File: src/rtl/primus_pkg.sv
// primus_pkg: shared types and constants for the primus fetch path.
//   fetch_state_e : fetch sequencer states
//   fetch_entry_t : one buffered instruction together with its PC
//   ILEN, PC_INC  : instruction width and sequential PC step
package primus_pkg;

  localparam int unsigned ILEN   = 32;
  localparam logic [31:0] PC_INC = 32'd4;

  typedef enum logic [1:0] {
    IDLE  = 2'd0,
    FETCH = 2'd1,
    WAIT  = 2'd2,
    FLUSH = 2'd3
  } fetch_state_e;

  typedef struct packed {
    logic [31:0]     pc;
    logic [ILEN-1:0] instr;
  } fetch_entry_t;

endpackage

File: src/rtl/primus_fetch_fifo.sv
// primus_fetch_fifo: synchronous FIFO of fetch_entry_t.
// Ports:
//   clk_i, rst_i   clock and synchronous active-high reset
//   push_i/entry_i write one entry
//   pop_i          drop the head entry
//   flush_i        empty the FIFO; wins over a simultaneous push
//   head_o         head entry, read straight from the storage registers
//   count_o        number of valid entries
//   empty_o/full_o occupancy flags
// DEPTH must be a power of two so the pointers wrap naturally.
module primus_fetch_fifo
  import primus_pkg::*;
#(
  parameter int DEPTH = 2
) (
  input  logic                     clk_i,
  input  logic                     rst_i,
  input  logic                     push_i,
  input  fetch_entry_t             entry_i,
  input  logic                     pop_i,
  input  logic                     flush_i,
  output fetch_entry_t             head_o,
  output logic [$clog2(DEPTH):0]   count_o,
  output logic                     empty_o,
  output logic                     full_o
);

  localparam int PW = $clog2(DEPTH);

  fetch_entry_t  mem_q [DEPTH];
  logic [PW-1:0] wr_ptr_q, wr_ptr_d;
  logic [PW-1:0] rd_ptr_q, rd_ptr_d;
  logic [PW:0]   count_q, count_d;
  logic [DEPTH-1:0] wr_en;

  // One write strobe per entry; a flush suppresses the push.
  genvar gi;
  generate
    for (gi = 0; gi < DEPTH; gi++) begin : gen_wr_en
      assign wr_en[gi] = push_i && !flush_i && (wr_ptr_q == PW'(gi));
    end
  endgenerate

  always_comb begin
    wr_ptr_d = wr_ptr_q;
    rd_ptr_d = rd_ptr_q;
    count_d  = count_q;
    if (flush_i) begin
      wr_ptr_d = '0;
      rd_ptr_d = '0;
      count_d  = '0;
    end else begin
      if (push_i) wr_ptr_d = wr_ptr_q + 1'b1;
      if (pop_i)  rd_ptr_d = rd_ptr_q + 1'b1;
      count_d = count_q + (PW+1)'(push_i) - (PW+1)'(pop_i);
    end
  end

  always_ff @(posedge clk_i) begin
    if (rst_i) begin
      wr_ptr_q <= '0;
      rd_ptr_q <= '0;
      count_q  <= '0;
    end else begin
      wr_ptr_q <= wr_ptr_d;
      rd_ptr_q <= rd_ptr_d;
      count_q  <= count_d;
    end
  end

  // Storage is cleared at reset so the head reads as zero out of reset.
  always_ff @(posedge clk_i) begin
    for (int i = 0; i < DEPTH; i++) begin
      if (rst_i)         mem_q[i] <= '0;
      else if (wr_en[i]) mem_q[i] <= entry_i;
    end
  end

  assign head_o  = mem_q[rd_ptr_q];
  assign count_o = count_q;
  assign empty_o = (count_q == '0);
  assign full_o  = (count_q == (PW+1)'(DEPTH));

endmodule

File: src/rtl/primus_fetch_controller.sv
// primus_fetch_controller: instruction fetch sequencer for the primus core.
// Owns the fetch PC, issues one-outstanding req/gnt/rvalid transactions,
// buffers responses with their PC and hands them to decode (valid/ready).
// Redirects flush the buffer and discard any response still in flight.
// Ports:
//   clk_i, rst_i                clock, synchronous active-high reset
//   fetch_en_i                  permit new requests
//   redirect_i, redirect_pc_i   PC redirect (bits [1:0] ignored)
//   imem_req_o/addr_o/gnt_i     request channel
//   imem_rvalid_i/rdata_i       response channel
//   ir_valid_o/ready_i/ir_o     decode interface, pc_o/npc_o head PC and PC+4
//   busy_o                      request or response outstanding
//   perf_fetch_cnt_o, perf_stall_cnt_o  counters, live only when the
//                               PRIMUS_FETCH_PERF_EN macro is defined
module primus_fetch_controller
  import primus_pkg::*;
#(
  parameter logic [31:0] BOOT_ADDR  = 32'h0000_0000,
  parameter int          FIFO_DEPTH = 2
) (
  input  logic            clk_i,
  input  logic            rst_i,
  input  logic            fetch_en_i,
  input  logic            redirect_i,
  input  logic [31:0]     redirect_pc_i,
  output logic            imem_req_o,
  output logic [31:0]     imem_addr_o,
  input  logic            imem_gnt_i,
  input  logic            imem_rvalid_i,
  input  logic [ILEN-1:0] imem_rdata_i,
  output logic            ir_valid_o,
  input  logic            ir_ready_i,
  output logic [ILEN-1:0] ir_o,
  output logic [31:0]     pc_o,
  output logic [31:0]     npc_o,
  output logic            busy_o,
  output logic [31:0]     perf_fetch_cnt_o,
  output logic [31:0]     perf_stall_cnt_o
);

  localparam int CW = $clog2(FIFO_DEPTH);

  fetch_state_e state_q, state_d;
  logic [31:0]  fetch_pc_q, fetch_pc_d;
  logic [31:0]  req_pc_q, req_pc_d;
  logic         hold_q, hold_d;     // request asserted, waiting for gnt

  logic         push, pop, fifo_empty, fifo_full;
  logic [CW:0]  fifo_count;
  logic [CW+1:0] occupancy;
  logic         credit;
  fetch_entry_t push_entry, head;

  // Requests are only issued in FETCH where nothing is outstanding, so the
  // full flag and the occupancy rule agree; both are kept for clarity.
  assign occupancy = {1'b0, fifo_count} + (CW+2)'(state_q == WAIT);
  assign credit    = !fifo_full && (occupancy < (CW+2)'(FIFO_DEPTH));

  assign imem_req_o  = (state_q == FETCH) && (hold_q || (credit && fetch_en_i));
  assign imem_addr_o = imem_req_o ? fetch_pc_q : 32'h0;

  assign push       = (state_q == WAIT) && imem_rvalid_i && !redirect_i;
  assign push_entry = '{pc: req_pc_q, instr: imem_rdata_i};
  assign ir_valid_o = !fifo_empty && !redirect_i;
  assign pop        = ir_valid_o && ir_ready_i;

  always_comb begin
    state_d    = state_q;
    fetch_pc_d = fetch_pc_q;
    req_pc_d   = req_pc_q;
    hold_d     = hold_q;
    case (state_q)
      IDLE:  if (fetch_en_i) state_d = FETCH;
      FETCH: begin
        if (imem_req_o && imem_gnt_i) begin
          req_pc_d   = fetch_pc_q;
          fetch_pc_d = fetch_pc_q + PC_INC;
          hold_d     = 1'b0;
          state_d    = WAIT;
        end else if (imem_req_o) begin
          hold_d = 1'b1;
        end else if (!fetch_en_i) begin
          state_d = IDLE;
        end
      end
      WAIT:  if (imem_rvalid_i) state_d = fetch_en_i ? FETCH : IDLE;
      FLUSH: if (imem_rvalid_i) state_d = FETCH;
      default: state_d = IDLE;
    endcase

    // A redirect overrides everything; a request already granted still owes
    // a response, which FLUSH absorbs.
    if (redirect_i) begin
      fetch_pc_d = redirect_pc_i & ~32'h3;
      hold_d     = 1'b0;
      case (state_q)
        WAIT:    state_d = imem_rvalid_i ? FETCH : FLUSH;
        FLUSH:   state_d = imem_rvalid_i ? FETCH : FLUSH;
        FETCH:   state_d = (imem_req_o && imem_gnt_i) ? FLUSH : FETCH;
        default: state_d = FETCH;
      endcase
    end
  end

  always_ff @(posedge clk_i) begin
    if (rst_i) begin
      state_q    <= IDLE;
      fetch_pc_q <= BOOT_ADDR;
      req_pc_q   <= '0;
      hold_q     <= 1'b0;
    end else begin
      state_q    <= state_d;
      fetch_pc_q <= fetch_pc_d;
      req_pc_q   <= req_pc_d;
      hold_q     <= hold_d;
    end
  end

  primus_fetch_fifo #(.DEPTH(FIFO_DEPTH)) u_fifo (
    .clk_i   (clk_i),
    .rst_i   (rst_i),
    .push_i  (push),
    .entry_i (push_entry),
    .pop_i   (pop),
    .flush_i (redirect_i),
    .head_o  (head),
    .count_o (fifo_count),
    .empty_o (fifo_empty),
    .full_o  (fifo_full)
  );

  assign ir_o   = head.instr;
  assign pc_o   = head.pc;
  assign npc_o  = head.pc + PC_INC;
  assign busy_o = (state_q == WAIT) || (state_q == FLUSH) || imem_req_o;

`ifdef PRIMUS_FETCH_PERF_EN
  logic [31:0] perf_fetch_q, perf_fetch_d;
  logic [31:0] perf_stall_q, perf_stall_d;

  always_comb begin
    perf_fetch_d = perf_fetch_q;
    perf_stall_d = perf_stall_q;
    if (push && (perf_fetch_q != 32'hFFFF_FFFF))
      perf_fetch_d = perf_fetch_q + 32'd1;
    if (ir_valid_o && !ir_ready_i && (perf_stall_q != 32'hFFFF_FFFF))
      perf_stall_d = perf_stall_q + 32'd1;
  end

  always_ff @(posedge clk_i) begin
    if (rst_i) begin
      perf_fetch_q <= '0;
      perf_stall_q <= '0;
    end else begin
      perf_fetch_q <= perf_fetch_d;
      perf_stall_q <= perf_stall_d;
    end
  end

  assign perf_fetch_cnt_o = perf_fetch_q;
  assign perf_stall_cnt_o = perf_stall_q;
`else
  assign perf_fetch_cnt_o = 32'h0;
  assign perf_stall_cnt_o = 32'h0;
`endif

endmodule
File: config.mk
export PLATFORM = sky130hd
export DESIGN_NAME = primus_fetch_controller
export DESIGN_NICKNAME = d
export VERILOG_FILES = /design/src/rtl/primus_pkg.sv /design/src/rtl/primus_fetch_fifo.sv /design/src/rtl/primus_fetch_controller.sv
export SDC_FILE = /design/constraint.sdc
export NUM_CORES = 1
export LEC_CHECK = 0
export CAP_MARGIN = 20
export CORE_ASPECT_RATIO = 1.4
export CORE_MARGIN = 2
export CORE_UTILIZATION = 50
export DETAILED_ROUTE_END_ITERATION = 10
export GPL_TIMING_DRIVEN = 0
export HOLD_SLACK_MARGIN = 0.06
export PLACE_DENSITY = 0.82
export SLEW_MARGIN = 10
export SYNTH_ARGS = -nofsm -noshare
export SYNTH_HDL_FRONTEND = slang
export SYNTH_SLANG_ARGS = --single-unit
File: constraint.sdc
create_clock -name clk_i -period 3.6 [get_ports clk_i]
set_input_delay 0.54 -clock clk_i [delete_from_list [all_inputs] [get_ports clk_i]]
set_output_delay 0.54 -clock clk_i [all_outputs]
set_load 0.005 [all_outputs]
Word level (Yosys, flattened, before mapping)
Memories as Yosys holds them, arrays and structs flattened. A register that Yosys moved wholly into a read port is not among the register bits.
Cells that the tools add are included.
{"block": "op_classes", "n_bitwise": 3, "order_cmp": 1, "n_eq_ne": 9, "addsub": 7, "n_mul": 0, "n_div": 0, "n_reduce_logical": 28, "n_mux": 30, "n_shift": 0}
{"op": "two-way mux 32 bit", "n": 4}
{"op": "two-way mux 64 bit", "n": 2}
{"op": "adder 32 x 3 -> 32 bit, second input constant", "n": 2}
{"op": "two-way mux 2 bit", "n": 9}
{"op": "two-way mux 1 bit", "n": 13}
{"op": "logical AND 1 bit", "n": 11}
{"op": "inequality test 3 bit, second input constant", "n": 3}
{"op": "inequality test 4 x 3 -> 1 bit, second input constant", "n": 2}
{"op": "one-hot mux 2 bit (4 select lines)", "n": 1}
{"op": "== test 2 bit, second input constant", "n": 3}
{"op": "AND reduction 2 bit", "n": 3}
{"op": "nonzero test 2 bit", "n": 3}
{"op": "AND reduction 5 bit", "n": 1}
{"op": "zero test 2 bit", "n": 2}
{"op": "one-hot mux 2 bit (2 select lines)", "n": 1}
{"op": "OR reduction 2 bit", "n": 2}
{"op": "adder 2 x 1 -> 3 bit", "n": 1}
{"op": "zero test 1 bit", "n": 3}
{"op": "logical OR 1 bit", "n": 3}
{"op": "< comparator 3 x 2 -> 1 bit, second input constant", "n": 1}
{"op": "adder 1 bit, second input constant", "n": 2}
{"op": "adder 2 x 1 -> 2 bit", "n": 1}
{"op": "== test 2 x 1 -> 1 bit, second input constant", "n": 1}
{"op": "OR 1 bit", "n": 2}
{"op": "other kinds (2)", "n": 2}
{"block": "totals", "input_bits": 71, "memories": 1, "elab_cells": 87, "romBits": 0, "ram_bits": 128, "output_inout_bits": 195, "ff_bits": 71, "latch_bits": 0}
{"memory": "u_fifo.mem_q", "depth": 2, "width": 64, "read_ports": 1, "rd_clocked_by_memory_dff": 1, "write_ports": 2, "line_no": "primus_fetch_fifo.sv:30", "source": "fetch_entry_t mem_q [DEPTH];"}

Longest topological paths before layout
Gate-level depths: netlist of the first run.
{"block": "logic_depth", "word_depth": 11, "depth_mapped": 14, "ltp_nobuf": 9}

Cells and area by module
From an unflattened synthesis of the first run, not the netlist that was laid out.
{"block": "hier_totals", "cells_unflattened": 955, "hier_area_um2": 10326.2}
{"module": "primus_fetch_fifo", "seq_area_each_um2": 3943.8, "area_each_um2": 5901.9, "cells_per_inst": 380, "instances": 1}
{"module": "primus_fetch_controller", "seq_area_each_um2": 1261.2, "area_each_um2": 4424.2, "cells_per_inst": 575, "instances": 1}

Worst setup path after synthesis of the first run
No wires, ideal clock.
{"block": "synth_path", "path_type": "register to output", "startpoint": "reg with a tool-made name", "endpoint": "out npc_o[28]", "t_arrival_ns": 2.635, "slack_ns": 0.425, "t_required_ns": 3.060, "stages_incl_launch_ff": 15, "n_path_buf": 6, "path_cell_list": "dfxtp_1 > buf_4 > buf_2 > buf_2 > buf_2 > buf_2 > mux2i_1 > inv_1 > ha_1 > inv_1 > a221oi_2 > and3_1 > buf_2 > nand4_1 > xnor2_1"}
{"element": "end, declared", "line_no": "primus_fetch_controller.sv:35", "source": "output logic [31:0] npc_o,"}

==> flow_summary.yaml, run 1 <==
outcome:
  status: "finished clean"
sta:
  clock_skew_ps: 10.3
  max_slew_margin_pct: 46.7
  worstMarginPinSlew_ps: 797
  hold_violations: 0
  maxSlewViolCount: 0
  fmax_mhz: 285
  period_needed_ps: 3510
  setup_violations: 0
  post-route-period-util_pct: 97.6
global_routing:
  grt_pass1_vias: 7943
  grt_pass1_wl_mm: 40.6
  grt_max_degree: 55
  antenna_found_initial: 0
  track_usage_pct: 23.3
  grt_overflow: 0
synth:
  synth_cells: 978
  yosysSeqAreaShare_pct: 49.9
  ys_types: 63
  yosysTopAreaCellShare_pct: 36.6
  yosysTopAreaCell: "edfxtp_1"
  synth_flop_cell: "edfxtp_1"
  yosys_warnings: 0
  async_reset_ff_share_pct: 0
  synth_area_leaders: "edfxtp_1 (37%), dfxtp_1 (13%), and2_1 (8.1%), buf_4 (5.4%), mux2_2 (4.9%)"
  synth_enable_flop_cells: 124
  synth_area_mm2: 0.0102
  syn_avg_cell_area_um2: 10.4
  ys_seq_elements: 192
worst_hold_path:
  hold_path_class: "register to register"
drt:
  wl_met2_mm: 13.8
  top_layer: "met4"
  antenna_left: 0
  drc_errors: 0
  firstDrtPassIters: 5
  wire_per_inst_um: 16.8
  vias_per_cell: 5.22
  wl_met3_mm: 1.43
  vias: 7999
  drt_first_iter_violations: 475
  wirelength_mm: 25.7
  wl_met1_mm: 9.49
layout:
  area_growth_pct: 32.3
  fin_nets: 1346
  num_antenna_cells: 0
  fin_cells: 1531
  drive_gt1_share_pct: 14.9
  mostFrequentLayoutCell: "clkdlybuf4s50_1"
  final_cell_mix: "clkdlybuf4s50_1 (182), and2_1 (132), edfxtp_1 (124)"
clock_tree:
  path_clk_slew_ps: 70
  cts_buffers: 17
  cts_tree: "done"
  clk_latency_ps: 420
  cts-root-buf: "clkbuf_16"
  clockBufferDepth: 2
  htree_num_levels: 4
  clock_sinks: 192
placed_design:
  port_buffers: 193
  dp_cells: 1494
  gp_congestion: 0.939
  dp_hpwl_mm: 19.1
floorplan:
  core_mm2: 0.0199
  fp.dieH_um: 173
  start_util_pct: 51.1
  die_w_um: 125
  fp-row-count: 61
  io_pins: 266
  dieArea_mm2: 0.0215
power:
  ir_drop_v: 0.000303
  power.total_w: 0.00487
  leakage_nw: 5.40
  power_density_mw_per_mm2: 362
critical_path:
  startpoint_type: "register"
  critical_path_class: "register to output pin"
  arrival_ps: 2970
  crit_fanout: 10
  required_ps: 3060
  cp-end-kind: "output pin"
run:
  cap_viol_max_count: 0
## critical path, cell delays in order, from the launching register on
cell and delay [ps]:
dfxtp_1 300, buf_4 160, buf_8 130, buf_8 140, buf_12 140, mux2i_2 150
inv_1 90, ha_1 180, inv_2 70, a221oi_4 250, and3_4 230, buf_6 140
nor2b_2 170, xnor2_1 140, dlygate4sd2_1 250
## synthesized netlist by cell type, types with 8 or more instances
cell type  instances
and2_1           132
edfxtp_1         124
nand2_1          104
buf_4             73
dfxtp_1           68
mux2_2            44
a21oi_1           41
and3_1            41
nor2_1            37
clkbuf_1          35
xnor2_1           35
nand3_1           27
inv_1             25
nor3_1            17
a211oi_1          14
nand4_1           13
buf_2             12
o21ai_0           11
mux2i_1           10
ha_1               9
mux2_1             9
and4_1             8
o211ai_1           8
## final timing paths
kind	end	depth (start not counted)	slack, ps	startpoint
max	npc_o[18]	14	90	register
min	req_pc_q[23]	2	460	req_pc_q[23]
max reg2reg	u_fifo.mem_q[0][14]	7	980	state_q[0]
min reg2reg	req_pc_q[23]	2	460	req_pc_q[23]
## repair_timing
item | CTS | global route
pin swaps | 5 | 3
endpoints found under the setup margin | 19 | 12
hold buffers | 0 | 0
buffers inserted | 5 | 1
gates resized for setup | 24 | 9
## final cells by class
cell class / instances / area [µm²]
clock inverter: 14 / 149
fill: 1551 / 6450
sequential: 192 / 5080
inverter: 25 / 93.8
multi-input combinational: 704 / 4560
clock buffer: 18 / 429
timing repair buffer: 201 / 2040
tap: 252 / 315
buffer: 125 / 798
## through the flow
stage	area [µm²]	setup WS [ps]	setup TNS, ps	hold slack (ps)	util, %
global placement	12700	-864	-98930	447	63.7
floorplan	10400	425	0	440	-
finish	13500	85.6	0	461	67.6
CTS	13400	9.66	0	465	67.4
global route	13500	-8.02	-15.9	483	67.6
detailed placement	12800	-938	-8730	455	64.0
## routing by layer
metal	vias up	global-route usage (%)
met4	0	10.2
li1	3885	-
met5	-	0
met3	58	3.09
met1	3709	26.1
met2	347	43.9
## report_power, final
part,total [W],internal [W],switching [W]
Clock,0.00186,0.000984,0.000876
Combinational,0.000531,0.000285,0.000245
Sequential,0.00248,0.00241,0.0000664
## registers in the layout, summed over array words and instances (netlist names), named ones only
name	count
u_fifo.mem_q	124
fetch_pc_q	30
req_pc_q	30
state_q	2
u_fifo.count_o	2
hold_q	1
u_fifo.rd_ptr_q	1
u_fifo.wr_ptr_q	1
## logic make-up (layout without fill, tap and decap cells)
| kind of cell | Yosys count | count (layout) | share of synthesized area (%) |
|---|---|---|---|
| fa+ha+maj | 9 | 9 | 1.11 |
| mux | 63 | 63 | 6.85 |
| other cells | 1 | 70 | 0.0368 |
| compound gates | 107 | 107 | 7.60 |
| buf+inv | 151 | 383 | 8.41 |
| simple gates | 414 | 414 | 22.5 |
| flops | 192 | 192 | 49.9 |
| xor+xnor | 41 | 41 | 3.53 |
Power figures use the tool's default switching activity.
==> run 2: changes to the inputs <==
--- a/config.mk
+++ b/config.mk
@@ -5,7 +5,6 @@
 export SDC_FILE = /design/constraint.sdc
 export NUM_CORES = 1
 export LEC_CHECK = 0
-export CAP_MARGIN = 20
 export CORE_ASPECT_RATIO = 1.4
 export CORE_MARGIN = 2
 export CORE_UTILIZATION = 50
==> results of run 2 <==
Final layout, timing and power as in run 1 (identical DEF).
==> run 3: changes to the inputs <==
--- a/config.mk
+++ b/config.mk
@@ -12,6 +12,7 @@
 export GPL_TIMING_DRIVEN = 0
 export HOLD_SLACK_MARGIN = 0.06
 export PLACE_DENSITY = 0.82
+export SKIP_CTS_REPAIR_TIMING = 1
 export SLEW_MARGIN = 10
 export SYNTH_ARGS = -nofsm -noshare
 export SYNTH_HDL_FRONTEND = slang
==> flow_summary.yaml, run 3 (synthesized netlist as in run 1, its figures left out) <==
critical_path:
  crit_buf_inv: 9
  ff2ff_path_depth: 7
  cp-end-kind: "output pin"
  crit_top_cell: "buf_12"
  regToRegSetupSlack_ps: 950
  critical_path_class: "register to output pin"
  cpLargestDelayFamily: "buffers and inverters"
  r2r_end: "u_fifo.mem_q[0][14]"
  slowest_stage: "dfxtp_1"
  cpPeakStageDelay_ps: 310
  arrival_ps: 2980
  reg2reg_from: "state_q[0]"
  required_ps: 3060
  startpoint_type: "register"
  crit_fanout: 10
  crit_chain: "buf_6, buf_12, buf_12, buf_12, buf_12, mux2i_2, inv_1, ha_2, inv_2, a221oi_4, and3_4, buf_8, nand4_1, xnor2_1, buf_2"
placed_design:
  pre_cts_ws_ps: -938
  port_buffers: 193
  gp_congestion: 0.939
  placedInstanceArea_mm2: 0.0128
  dp_hpwl_mm: 19.1
floorplan:
  die_w_um: 125
  dieArea_mm2: 0.0215
  fp.dieH_um: 173
  fp-row-count: 61
  core_mm2: 0.0199
  start_util_pct: 51.1
  io_pins: 266
layout:
  multi_input_area_mm2: 0.00460
  mostFrequentLayoutCell: "clkdlybuf4s50_1"
  reg_top3: "u_fifo.mem_q x124, fetch_pc_q x30, req_pc_q x30"
  largest_reg_flops: 124
  fin_area_mm2: 0.0136
  drive_gt1_share_pct: 16.3
  regMostFlops: "u_fifo.mem_q"
  fillCellCount: 1539
  register_area_mm2: 0.00508
  final_cell_mix: "clkdlybuf4s50_1 (181), and2_1 (132), edfxtp_1 (124)"
  num_antenna_cells: 0
  area_growth_pct: 33.7
  fin_nets: 1357
sta:
  clock_skew_ps: 10.9
  layout_setup_ws_ps: 77.8
  maxSlewViolCount: 0
  period_needed_ps: 3520
  worstMarginPinSlew_ps: 805
  fmax_mhz: 284
  post-route-period-util_pct: 97.8
  grt_setup_unrepaired: "yes"
  setup_violations: 0
  hold_violations: 0
  holdWs_ps: 461
  max_slew_margin_pct: 46.1
clock_tree:
  clock_sinks: 192
  htree_num_levels: 4
  cts_tree: "done"
  path_clk_slew_ps: 70
  clk_latency_ps: 420
  cts-root-buf: "clkbuf_16"
  clockBufferDepth: 2
  cts_buffers: 17
global_routing:
  antenna_found_initial: 0
  grt_pass1_vias: 7936
  grt_max_degree: 55
  grt_overflow: 0
  track_usage_pct: 23.0
  grt_pass1_wl_mm: 40.2
power:
  power_density_mw_per_mm2: 358
  leakage_nw: 5.50
  ir_drop_v: 0.000301
drt:
  antenna_left: 0
  firstDrtPassIters: 5
  wire_per_inst_um: 16.6
  drt_first_iter_violations: 462
  drc_errors: 0
  wirelength_mm: 25.5
  vias: 7979
  vias_per_cell: 5.17
worst_hold_path:
  holdPathStages: 2
  worstHoldStart: "req_pc_q[23]"
  hold_path_class: "register to register"
  whs_endpoint: "req_pc_q[23]"
run:
  cap_viol_max_count: 0
outcome:
  status: "finished clean"
run 3: how the worst max path moves through the flow:
stage	from	slack, ps	endpoint	depth (start not counted)
4_1_cts	register	-1400	npc_o[24]	15
6_report	register	80	npc_o[28]	15
3_3_place_gp	register	-860	npc_o[24]	15
5_1_grt	register	-50	npc_o[27]	8
2_1_floorplan	register	430	npc_o[28]	14
3_5_place_dp	register	-940	npc_o[24]	15
run 3: through the flow:
stage	power (W)	instances	utilization, %	TNS [ps]
global placement	0.00304	1492	63.7	-98930
detailed placement	0.00305	1494	64.0	-8730
CTS	0.00489	1526	66.9	-15600
global route	0.00502	1542	68.3	-114
floorplan	0.00278	1047	-	0
finish	0.00487	1542	68.3	0
run 3: power breakdown:
group          total (W)  internal [W]  leakage, nW  switching [W]
Sequential       0.00248       0.00241         1.84      0.0000664
Combinational   0.000532      0.000286         3.39       0.000246
Clock            0.00186      0.000984        0.278       0.000874
Total            0.00487       0.00368         5.50        0.00119
run 3: worst reg2reg max path, delay by kind of cell, from the launching register on:
| family | cells | cell delay, ps |
|---|---|---|
| simple gates | 4 | 1390 |
| buf+inv | 2 | 540 |
| flops | 1 | 330 |
| fa+ha+maj | 1 | 260 |
run 3: area by class of cell:
cell class	count	share of cell area (%)
Clock inverter	14	1.09
Timing Repair Buffer	211	15.4
Buffer	126	6.14
Sequential cell	192	37.4
Clock buffer	18	3.15
Multi-Input combinational cell	704	33.8
Tap cell	252	2.32
Inverter	25	0.690
run 3: routing by layer:
layer	part of all wire (%)	global-route usage (%)	vias to the layer above
li1	-	-	3896
met1	38	25.9	3722
met2	54	42.9	312
met3	5.2	3.09	49
met4	3.0	10.1	0
met5	0	0	-
